[src/rtl/ddi_phase_scheduler_if.sv]
// Handshake bundle between the DDI phase scheduler and its detector and phase-controller neighbours.
// The master side is the scheduler; the slave side is the detectors plus the downstream controllers.
interface ddi_phase_scheduler_if;
  logic [3:0] det_req;
  logic       grant_ack;
  logic       phase_done;
  logic       maint_req;
  logic       grant_valid;
  logic [1:0] grant_phase;
  logic [3:0] pending;
  logic       starve_flag;
  logic       maintenance;

  modport master (
    input  det_req, grant_ack, phase_done, maint_req,
    output grant_valid, grant_phase, pending, starve_flag, maintenance
  );

  modport slave (
    output det_req, grant_ack, phase_done, maint_req,
    input  grant_valid, grant_phase, pending, starve_flag, maintenance
  );
endinterface

[src/rtl/ddi_phase_scheduler.sv]
// Fixed-priority DDI phase arbiter with an aging override and maintenance sequencing.
// Phase 0 wins by default; a phase that has lost AGE_LIMIT grants is forced next.
module ddi_phase_scheduler #(
  parameter  int AGE_LIMIT = 8,
  localparam int AGE_W     = $clog2(AGE_LIMIT + 1)
) (
  input  logic                  clk,
  input  logic                  rst,
  ddi_phase_scheduler_if.master bus
);

  typedef enum logic [1:0] {
    ST_IDLE   = 2'd0,
    ST_OFFER  = 2'd1,
    ST_ACTIVE = 2'd2,
    ST_MAINT  = 2'd3
  } state_t;

  state_t           state_r;
  logic [3:0]       pending_r;
  logic [AGE_W-1:0] age_r [4];
  logic             grant_valid_r;
  logic [1:0]       grant_phase_r;
  logic             starve_flag_r;
  logic             maintenance_r;

  logic [3:0]       aged_s;
  logic [1:0]       win_s;
  logic             starve_s;
  logic [3:0]       clr_s;
  logic [3:0]       pending_next_s;

  function automatic logic [1:0] lowest_idx(input logic [3:0] v);
    logic [1:0] idx;
    if (v[0]) begin
      idx = 2'd0;
    end else if (v[1]) begin
      idx = 2'd1;
    end else if (v[2]) begin
      idx = 2'd2;
    end else begin
      idx = 2'd3;
    end
    return idx;
  endfunction

  // Winner selection: aged pending phases override plain fixed priority.
  always_comb begin
    aged_s   = 4'b0000;
    win_s    = 2'd0;
    starve_s = 1'b0;
    for (int i = 0; i < 4; i++) begin
      aged_s[i] = pending_r[i] && (age_r[i] >= AGE_W'(AGE_LIMIT));
    end
    if (aged_s != 4'b0000) begin
      win_s    = lowest_idx(aged_s);
      starve_s = 1'b1;
    end else begin
      win_s    = lowest_idx(pending_r);
      starve_s = 1'b0;
    end
  end

  // Pending latch next value; a new request in the accept cycle outranks the clear.
  always_comb begin
    clr_s = 4'b0000;
    if ((state_r == ST_OFFER) && bus.grant_ack) begin
      clr_s = 4'b0001 << grant_phase_r;
    end else begin
      clr_s = 4'b0000;
    end
    pending_next_s = (pending_r & ~clr_s) | bus.det_req;
  end

  // Scheduler state machine with registered grant outputs, pending latch and age counters.
  always_ff @(posedge clk or negedge rst) begin
    if (!rst) begin
      state_r       <= ST_IDLE;
      pending_r     <= 4'b0000;
      grant_valid_r <= 1'b0;
      grant_phase_r <= 2'd0;
      starve_flag_r <= 1'b0;
      maintenance_r <= 1'b0;
      for (int i = 0; i < 4; i++) begin
        age_r[i] <= '0;
      end
    end else begin
      pending_r <= pending_next_s;
      case (state_r)
        ST_IDLE: begin
          if (bus.maint_req) begin
            state_r       <= ST_MAINT;
            maintenance_r <= 1'b1;
          end else if (pending_r != 4'b0000) begin
            state_r       <= ST_OFFER;
            grant_phase_r <= win_s;
            grant_valid_r <= 1'b1;
            starve_flag_r <= starve_s;
          end
        end
        ST_OFFER: begin
          if (bus.grant_ack) begin
            state_r <= ST_ACTIVE;
            // Losers that were waiting get one step older; the winner starts over.
            for (int i = 0; i < 4; i++) begin
              if (2'(i) == grant_phase_r) begin
                age_r[i] <= '0;
              end else if (pending_r[i] && (age_r[i] < AGE_W'(AGE_LIMIT))) begin
                age_r[i] <= age_r[i] + AGE_W'(1);
              end
            end
          end
        end
        ST_ACTIVE: begin
          if (bus.phase_done) begin
            state_r       <= ST_IDLE;
            grant_valid_r <= 1'b0;
            starve_flag_r <= 1'b0;
          end
        end
        ST_MAINT: begin
          if (!bus.maint_req) begin
            state_r       <= ST_IDLE;
            maintenance_r <= 1'b0;
          end
        end
        default: begin
          state_r       <= ST_IDLE;
          grant_valid_r <= 1'b0;
          starve_flag_r <= 1'b0;
          maintenance_r <= 1'b0;
        end
      endcase
    end
  end

  assign bus.grant_valid = grant_valid_r;
  assign bus.grant_phase = grant_phase_r;
  assign bus.pending     = pending_r;
  assign bus.starve_flag = starve_flag_r;
  assign bus.maintenance = maintenance_r;

endmodule
[src/flat_wrapper.sv]
// flat-port wrapper written by rule: the top's interface ports become plain ports
module ddi_phase_scheduler_flat 
#(
  parameter  int AGE_LIMIT = 8,
  localparam int AGE_W     = $clog2(AGE_LIMIT + 1)
)
  (clk, rst, bus_det_req, bus_grant_ack, bus_phase_done, bus_maint_req, bus_grant_valid, bus_grant_phase, bus_pending, bus_starve_flag, bus_maintenance);
  ddi_phase_scheduler_if bus_i ();
  input  logic clk;
  input  logic rst;
  input wire logic [$bits(bus_i.det_req)-1:0] bus_det_req;
  input wire logic [$bits(bus_i.grant_ack)-1:0] bus_grant_ack;
  input wire logic [$bits(bus_i.phase_done)-1:0] bus_phase_done;
  input wire logic [$bits(bus_i.maint_req)-1:0] bus_maint_req;
  output wire logic [$bits(bus_i.grant_valid)-1:0] bus_grant_valid;
  output wire logic [$bits(bus_i.grant_phase)-1:0] bus_grant_phase;
  output wire logic [$bits(bus_i.pending)-1:0] bus_pending;
  output wire logic [$bits(bus_i.starve_flag)-1:0] bus_starve_flag;
  output wire logic [$bits(bus_i.maintenance)-1:0] bus_maintenance;
  assign bus_i.det_req = bus_det_req;
  assign bus_i.grant_ack = bus_grant_ack;
  assign bus_i.phase_done = bus_phase_done;
  assign bus_i.maint_req = bus_maint_req;
  assign bus_grant_valid = bus_i.grant_valid;
  assign bus_grant_phase = bus_i.grant_phase;
  assign bus_pending = bus_i.pending;
  assign bus_starve_flag = bus_i.starve_flag;
  assign bus_maintenance = bus_i.maintenance;
  ddi_phase_scheduler #(.AGE_LIMIT(AGE_LIMIT)) u_core (.clk(clk), .rst(rst), .bus(bus_i));
endmodule
[config.mk]
export PLATFORM = sky130hd
export DESIGN_NAME = ddi_phase_scheduler_flat
export DESIGN_NICKNAME = d
export VERILOG_FILES = /design/src/rtl/ddi_phase_scheduler_if.sv /design/src/rtl/ddi_phase_scheduler.sv /design/src/flat_wrapper.sv
export SDC_FILE = /design/constraint.sdc
export NUM_CORES = 1
export LEC_CHECK = 0
export CORE_ASPECT_RATIO = 2
export CORE_UTILIZATION = 41
export DETAILED_ROUTE_END_ITERATION = 10
export GPL_TIMING_DRIVEN = 0
export PLACE_DENSITY_LB_ADDON = 0.12
export SLEW_MARGIN = 20
export SYNTH_ARGS = -nofsm -noshare
export SYNTH_HDL_FRONTEND = slang
export SYNTH_SLANG_ARGS = --single-unit
[constraint.sdc]
create_clock -name clk -period 2.1 [get_ports clk]
set_input_delay 0.42 -clock clk [delete_from_list [all_inputs] [get_ports clk]]
set_output_delay 0.42 -clock clk [all_outputs]
set_load 0.02 [all_outputs]
Word-level counts from Yosys, hierarchy flattened. Cells that the tools add are included.

Register bits after elaboration: 27. Input bits: 9. Output and inout port bits: 9. Logic and storage cells: 100.

Add/subtract/negate cells: 4. Magnitude comparators: 8. Equal/unequal tests: 13. Shifts and indexed selects: 1. Multiplexer cells: 33. Bitwise gates (word level): 4. Reduce and logical (&&, ||, !) cells: 27.

Operator list (count): two-way mux 4 bit (9); two-way mux 2 bit (10); AND reduction 3 bit (6); adder 4 x 1 -> 4 bit (second input constant) (4); >= comparator 4 bit (second input constant) (4); less-than comparator 4 bit (second input constant) (4); nonzero test 2 bit (6); two-way mux 1 bit (10); != test 2 bit (second input constant) (5); logical AND 1 bit (9); case mux 2 bit (4 select lines) (1); AND reduction 4 bit (2); nonzero test 4 bit (2); case mux 1 bit (2 select lines) (3); bitwise AND 4 bit (1); equality test 2 bit (first input constant) (2); equality test 2 bit (second input constant) (2); zero test 2 bit (2); inverter 4 bit (1); OR 4 bit (1); left shift 1 x 2 -> 4 bit (first input constant) (1); != test 3 x 2 -> 1 bit (second input constant) (1); equality test 1 x 2 -> 1 bit (first input constant) (1); equality test 2 x 1 -> 1 bit (second input constant) (1); 2 further kinds (2).

Longest topological paths before layout. Gate-level depths: netlist of the first run.

Word-level depth: 7. Mapped depth: 6. Gate-level depth less buffers: 5.

Least setup slack after synthesis of the first run. No wires, ideal clock.

Kind: register -> register. From: register u_core.state_r[1]. To: register u_core.age_r[1] (netlist name). Setup time: 0.121 ns. Arrival: 1.457 ns. Setup slack: 0.522 ns. Stages on the path, launching flop included: 6. Path buffers: 1. Clock period less this slack: 1.578 ns. Cell sequence: dfrtp_1 > buf_6 > nand3b_4 > nor3b_4 > mux2_1 > a22o_1.

Longest elaborated chain between the ends: 2.

RTL lines: start: declaration (line ddi_phase_scheduler.sv:19) `state_t state_r;`; start signal: assignment (line ddi_phase_scheduler.sv:78) `state_r <= ST_IDLE;`; start signal: assignment (line ddi_phase_scheduler.sv:92) `state_r <= ST_MAINT;`; start signal: assignment (line ddi_phase_scheduler.sv:95) `state_r <= ST_OFFER;`; equality test 2 x 1 -> 1 bit (line ddi_phase_scheduler.sv:89) `case (state_r)`; AND reduction 3 bit (no line); end signal: indexed assignment (line ddi_phase_scheduler.sv:109) `age_r[i] <= age_r[i] + AGE_W'(1);`; end: declaration (line ddi_phase_scheduler.sv:21) `logic [AGE_W-1:0] age_r [4];`.

No other way between the ends. A chain may end at the register's enable or synchronous reset.

Final worst setup path of the first run.
From: register u_core.pending_r[3] (netlist: u_core.bus.pending[3]). To: output bus_pending[3].

RTL lines: start: declaration (line ddi_phase_scheduler.sv:20) `logic [3:0] pending_r;`; start signal: assignment (line ddi_phase_scheduler.sv:88) `pending_r <= pending_next_s;`; end: declaration (line flat_wrapper.sv:17) `output wire logic [$bits(bus_i.pending)-1:0] bus_pending;`.

No word-level cell between the ends.

==> summary.md, run 1 <==
| Metric | Value |
|---|---|
| Worst path bufs/invs | `1` |
| Top cell family by delay on the critical path | `buffers and inverters` |
| Most numerous cell in the Yosys netlist | `dfrtp_1` |
| Die ar. | `0.00376 mm2` |
| Number of global-route vias before repair | `1,101` |
| Syn Nets | `about 160` |
| Worst Skew | `2.71 ps` |
| Via count | `1,091` |
| Crit-path max cell delay | `660 ps` |
| Drt drc | `3` |
| Yosys warning total | `0` |
| # rows | `30` |
| Tot Pwr | `2.23 mW` |
| RSZ-0062 raised after global routing | `false` |
| Yosys cell types | `43` |
| Register area share after synthesis | `0.471` |
| Number of enable flip-flop cells after synthesis | `0` |
| Sequential cell area | `676 um2` |
| Post-Syn Instances | `142` |
| Ant diodes | `0` |
| Req. time, crit path | `between 1500 and 2000 ps` |
| Final-report hold violation count | `0` |
| Dominant synthesized flop cell | `dfrtp_1` |
| Number of I/O pins | `18` |
| Largest area contributor in the synthesized netlist | `dfrtp_1` |
| Mean post-synth cell area | `10.1 um2` |
| Gpl congestion | `around 0.79` |
| Tmin final | `1870 ps` |
| Root buf cell | `clkbuf_8` |
| Syn-to-layout area delta | `16.8%` |
| Static Leak | `0.742 nW` |
| Pwr/cell area | `~1300 mW/mm2` |
| CP Cell Sequence | `clkdlybuf4s50_1` |
| Top cell type's share of synthesized area | `0.471` |
| Worst setup path class | `register to primary output` |
| CTS buffer count | `3` |
| Core ar. | `between 0.003 and 0.004 mm2` |
| DR vias/cell | `5.62` |
| Share of flip-flops with an asynchronous set or reset | `1.00` |
| Largest cells by area after synthesis | `dfrtp_1 (47%), ha_1 (5.2%), nor2_1 (4.2%), xnor2_1 (3.7%), nand2_1 (3.4%)` |
| Worst setup slack after layout | `235 ps` |
| Die width | `about 44 um` |
| Final instance area | `0.00168 mm2` |
| Initial DRC count | `23` |
| Synth cell count leaders | `dfrtp_1 (27), nor2_1 (16), nand2_1 (13), inv_1 (10), o21ai_0 (7)` |
| Die Y | `roughly 86 um` |
| First-pass GRT wire length | `4930 um` |
| Post-CTS sizing | `0` |
| Final ANT Viol Nets | `0` |
| Final Util | `0.496` |
| Worst slew margin | `0.590` |
| CP startpoint kind | `register` |
| Setup violators final | `0` |
| Failing checks | `DRC` |
| Largest net degree at the start of global routing | `28` |
| Outcome | `finished with violations` |
| Clock Path Buffers | `2` |
| Placed cell area | `0.00163 mm2` |
| Worst Tran Pin Value | `616 ps` |
| Fill cells | `333` |
| Post-Place Worst Slack | `-19.4 ps` |
| Total track usage | `0.170` |
| Worst setup EP type | `primary output` |
| PortBufs | `16` |
| Fin crit share | `0.888` |
| Hpwl dp | `2050 um` |
| Max Cap Violations | `0` |
| Synth Cell Area | `0.00144 mm2` |
| Max IR drop VDD | `0.847 mV` |
| H-tree depth | `1` |
| Drt total wl | `between 2000 and 3000 um` |
| DRT Pass-1 Iters | `9` |
| Crit-path slowest cell | `clkdlybuf4s50_1` |
| Layout cells sized above 1 | `0.0864` |
| Yosys reg bits | `27` |
| Post-CTS Repair Setup Buffers | `0` |
| Antenna violations before repair | `0` |
| HP Class | `input pin to async pin` |
| WL/cell | `14.6 um` |
| Slew Limit Fails | `0` |
| Post-CTS Hold Buffers | `0` |
| WP data arrival | `1450 ps` |
| Worst skew pair latency | `around 270 ps` |
| CP max FO | `8` |
| Clock net sink count | `27` |
| Clock transition at path regs | `90 ps` |
| CTS tree | `done` |
| Grt ovf | `0` |
| Multi-input logic area | `694 um2` |
| Final net count | `178` |
| Fmax | `536 MHz` |
| Initial core utilization | `0.425` |
## final cells by class
type / count / share of cell area
multi-input cells: 101 / 0.414
flip-flops and latches: 27 / 0.403
repair buffers: 16 / 0.0925
clock buffers: 3 / 0.0246
well taps: 32 / 0.0239
inverters: 10 / 0.0224
plain buffers: 4 / 0.0164
clock inverters: 1 / 0.00299
## cells in the final DEF, fill, tap and decap left out, types with 2 or more instances in the layout
cell type         n
nor4_2            2
o21ai_0           7
nand2b_1          2
xnor2_1           6
a22oi_1           2
a41oi_1           3
a21oi_1           4
o21ai_1           3
inv_1            10
nor4_1            2
nor3_2            2
clkdlybuf4s50_1  15
o21a_1            2
dfrtp_1          27
ha_1              6
clkbuf_8          3
mux2i_1           3
nand2_1          13
nand3_1           4
o21bai_1          2
nor2_1           16
nor3_1            2
nor2b_1           2
buf_2             2
## worst reg2reg max path, cell delays in order, from the launching register on
cell      delay, ps
dfrtp_1         390
buf_6           140
nand3b_4        240
nor3b_4         290
mux2_1          350
a22o_1          200
## flip-flops by register name, summed over array words and instances, names as in the netlist
name and count:
u_core.age_r 16, u_core.bus.starve_flag 1, u_core.bus.grant_valid 1, u_core.bus.pending 4
u_core.bus.maintenance 1, u_core.bus.grant_phase 2, u_core.state_r 2
## final timing paths
| path | cells past startpoint | start | slack [ps] | to |
|---|---|---|---|---|
| worst max register to register | 5 | u_core.state_r[1] | 400 | u_core.age_r[1] |
| max in group asynchronous | 1 | rst | 1550 | u_core.age_r[6] |
| worst min register to register | 2 | u_core.bus.starve_flag | 500 | u_core.bus.starve_flag |
| min in group clk | 2 | u_core.bus.starve_flag | 500 | u_core.bus.starve_flag |
| worst min-delay path | 1 | rst | 150 | u_core.state_r[1] |
| worst max-delay path | 1 | u_core.bus.pending[3] | 230 | bus_pending[3] |
## kinds of logic (layout without fill, tap and decap cells)
| family | after synthesis | in the layout | share of synthesized area |
|---|---|---|---|
| simple gates | 52 | 52 | 0.210 |
| compound gates | 32 | 32 | 0.150 |
| flops | 27 | 27 | 0.471 |
| buf+inv | 14 | 34 | 0.0453 |
| xor+xnor | 7 | 7 | 0.0427 |
| fa+ha+maj | 6 | 6 | 0.0523 |
| mux | 4 | 4 | 0.0288 |
## stage by stage
| stage | setup TNS (ps) | cells | hold slack [ps] |
|---|---|---|---|
| 3_3_place_gp | 0 | 190 | 471 |
| 3_5_place_dp | -19.4 | 190 | 466 |
| 6_report | 0 | 194 | 147 |
| 4_1_cts | 0 | 194 | 169 |
| 2_1_floorplan | 0 | 142 | 124 |
| 5_1_grt | 0 | 194 | 200 |
## layer usage
layer | routed length, um | part of all wire | vias up | global-route usage
li1 | - | - | 535 | -
met1 | 1220 | 0.43 | 532 | 0.205
met2 | 1470 | 0.52 | 20 | 0.296
met3 | 80 | 0.028 | 4 | 0.0211
met4 | 47 | 0.017 | 0 | 0.0682
met5 | 0 | 0 | - | 0
## report_power, final
part / switching [mW] / leakage [nW] / internal, mW / total, mW
Clock: 0.166 / 0.0255 / 0.133 / 0.299
Combinational: 0.500 / 0.407 / 0.475 / 0.975
Sequential: 0.235 / 0.309 / 0.725 / 0.960
Total: 0.901 / 0.742 / 1.33 / 2.23
Power figures use the tool's default switching activity.
==> inputs of run 2 (changes only) <==
CELL_PAD_IN_SITES_DETAIL_PLACEMENT = 1   (was not set)
CELL_PAD_IN_SITES_GLOBAL_PLACEMENT = 1   (was not set)
SKIP_CTS_REPAIR_TIMING = 1   (was not set)
==> run 2 against run 1 <==
  * Core utilization did not move
  * Largest power group unchanged
  * Cell area did not move
  * Highest routed layer unchanged
  * Clock power barely moved
  * Worst setup slack got worse by 15 ps
  * The run now ends clean
==> summary.md, run 2 (synthesis gave the netlist of run 1 again) <==
| Metric | Value |
|---|---|
| Outcome | `complete, no violations` |
| RR Endpoint | `u_core.age_r[1]` |
| R2r startpoint | `u_core.state_r[1]` |
| Worst skew pair latency | `270 ps (about the same)` |
| Combinational power share | `0.441 (+0.005)` |
| Die ar. | `0.00376 mm2 (unchanged)` |
| Worst setup slack after layout | `219 ps (-15.5 ps)` |
| Tot Pwr | `2.26 mW (+1.3%)` |
| Worst path bufs/invs | `1 (unchanged)` |
| Final instance area | `0.00168 mm2 (unchanged)` |
| Tmin final | `1880 ps (+15.5 ps)` |
| Slew Limit Fails | `0 (unchanged)` |
| Clock Path Buffers | `2 (unchanged)` |
| CP startpoint kind | `register` |
| WL/cell | `16.3 um (+12%)` |
| Post-Place Worst Slack | `-53.2 ps (-33.8 ps)` |
| Worst setup path class | `register to primary output` |
| Reg power frac | `0.427 (-0.003)` |
| HP Class | `input pin to async pin` |
| Fill cells | `401 (+20%)` |
| Clk pwr share | `0.132 (-0.002)` |
| Req. time, crit path | `1680 ps (about the same)` |
| CTS buffer count | `3 (unchanged)` |
| Largest net degree at the start of global routing | `28 (unchanged)` |
| Root buf cell | `clkbuf_8` |
| Core ar. | `0.00338 mm2 (unchanged)` |
| Syn-to-layout area delta | `16.8% (unchanged)` |
| Static Leak | `0.742 nW (unchanged)` |
| Multi-input logic area | `694 um2 (unchanged)` |
| WP data arrival | `1460 ps (about the same)` |
| Setup TNS | `0 ps (unchanged)` |
| Pwr/cell area | `1350 mW/mm2 (+1.3%)` |
| Crit-path max cell delay | `670 ps (about the same)` |
| Gpl congestion | `0.817 (+3.8%)` |
| CTS tree | `done` |
| Reg2Reg Depth | `5 (unchanged)` |
| Layout cells sized above 1 | `0.0864 (unchanged)` |
| Max IR drop VDD | `0.565 mV (-33%)` |
| Int Pwr | `1.34 mW (+0.25%)` |
| R2R setup slack | `370 ps (-30 ps)` |
| Worst Setup SP | `u_core.bus.pending[1]` |
| DR vias/cell | `5.67 (+0.82%)` |
| # rows | `30 (unchanged)` |
| Clock net sink count | `27 (unchanged)` |
| Final ANT Viol Nets | `0 (unchanged)` |
| Placed cell area | `0.00163 mm2 (unchanged)` |
| Number of I/O pins | `18 (unchanged)` |
| Final net count | `178 (unchanged)` |
| Fmax | `532 MHz (-0.82%)` |
| Ant diodes | `0 (unchanged)` |
| PortBufs | `16 (unchanged)` |
| Antenna violations before repair | `0 (unchanged)` |
| Clock transition at path regs | `90 ps (about the same)` |
| Initial DRC count | `14 (-39%)` |
| Sw frac | `0.409 (+0.00628)` |
| Max Cap Violations | `0 (unchanged)` |
| Grt ovf | `0 (unchanged)` |
| Crit-path slowest cell | `clkdlybuf4s50_1` |
| Via count | `1,100 (+0.82%)` |
| Total track usage | `0.191 (+0.0209)` |
| Worst setup EP type | `primary output` |
| Max reg flops | `16 (unchanged)` |
| Worst Skew | `3.09 ps (+0.382 ps)` |
| Hpwl dp | `2390 um (+16%)` |
| CP Cell Sequence | `clkdlybuf4s50_1` |
| Die width | `43.8 um (unchanged)` |
| Worst slew margin | `0.570 (-0.0192)` |
| DRT Pass-1 Iters | `4 (-5)` |
| RSZ-0062 raised after global routing | `false` |
| Sequential cell area | `676 um2 (unchanged)` |
| Drt total wl | `3170 um (+12%)` |
| Number of global-route vias before repair | `1,154 (+4.8%)` |
| Switching pwr | `927 uW (+2.9%)` |
| Setup violators final | `0 (unchanged)` |
| Commonest non-fill, non-tap cells in the layout | `dfrtp_1 (27), nor2_1 (16), clkdlybuf4s50_1 (15), nand2_1 (13), inv_1 (10)` |
| Top cell family by delay on the critical path | `buffers and inverters` |
| Die Y | `85.7 um (unchanged)` |
| CP max FO | `8 (unchanged)` |
| Fin crit share | `0.896 (+0.00737)` |
| H-tree depth | `1 (unchanged)` |
| Worst Tran Pin Value | `645 ps (+28.9 ps)` |
| Top reg by flops | `u_core.age_r` |
| Drt drc | `0 (-3)` |
| Final-report hold violation count | `0 (unchanged)` |
| Initial core utilization | `0.425 (unchanged)` |
| Commonest non-fill, non-tap cell in the layout | `dfrtp_1` |
| First-pass GRT wire length | `5380 um (+9.1%)` |
-- run 2: cell counts in the layout (fill, tap and decap cells not counted) --
Identical to the previous run, type by type.
-- run 2: worst max-delay path by stage --
stage / endpoint / cells past startpoint
finish: bus_pending[1] / 1
global route: u_core.age_r[1] / 5
CTS: bus_pending[1] / 1
detailed placement: u_core.age_r[1] / 5
global placement: u_core.age_r[1] / 5
floorplan: u_core.age_r[1] / 5
-- run 2: power groups by stage --
stage / registers (mW) / clock network, mW / logic (mW)
2_1_floorplan: 0.978 / 0 / 0.663
3_3_place_gp: 0.964 / 0 / 0.967
3_5_place_dp: 0.980 / 0 / 1.01
4_1_cts: 0.970 / 0.313 / 1.02
5_1_grt: 1.00 / 0.321 / 1.14
6_report: 0.966 / 0.299 / 0.999
-- run 2: area by class of cell --
| cell class | instances | area share |
|---|---|---|
| buffer | 4 | 0.0164 |
| sequential | 27 | 0.403 |
| tap | 32 | 0.0239 |
| clock inverter | 1 | 0.00299 |
| inverter | 10 | 0.0224 |
| clock buffer | 3 | 0.0246 |
| timing repair buffer | 16 | 0.0925 |
| multi-input combinational | 101 | 0.414 |
-- run 2: routing by layer --
layer	track usage	up-vias	share of wire
li1	-	538	-
met1	0.209	540	0.40
met2	0.360	17	0.57
met3	0.0126	5	0.017
met4	0.0767	0	0.016
met5	0	-	0
-- run 2: worst register-to-register path: stages (launching register included) --
cell      delay (ps)
dfrtp_1          380
buf_6            140
nand3b_4         250
nor3b_4          290
mux2_1           360
a22o_1           210
-- run 2: stage by stage --
step / std cells / utilization / hold WS [ps]
6_report: 194 / 0.496 / 157
5_1_grt: 194 / 0.496 / 199
4_1_cts: 194 / 0.496 / 176
3_5_place_dp: 190 / 0.483 / 478
3_3_place_gp: 190 / 0.484 / 469
2_1_floorplan: 142 / - / 124
==> inputs of run 3 (changes only) <==
CTS_BUF_LIST = sky130_fd_sc_hd__clkbuf_4 sky130_fd_sc_hd__clkbuf_8   (was not set)
==> results of run 3 <==
No change in the layout: final DEF, timing and power equal those of run 2.
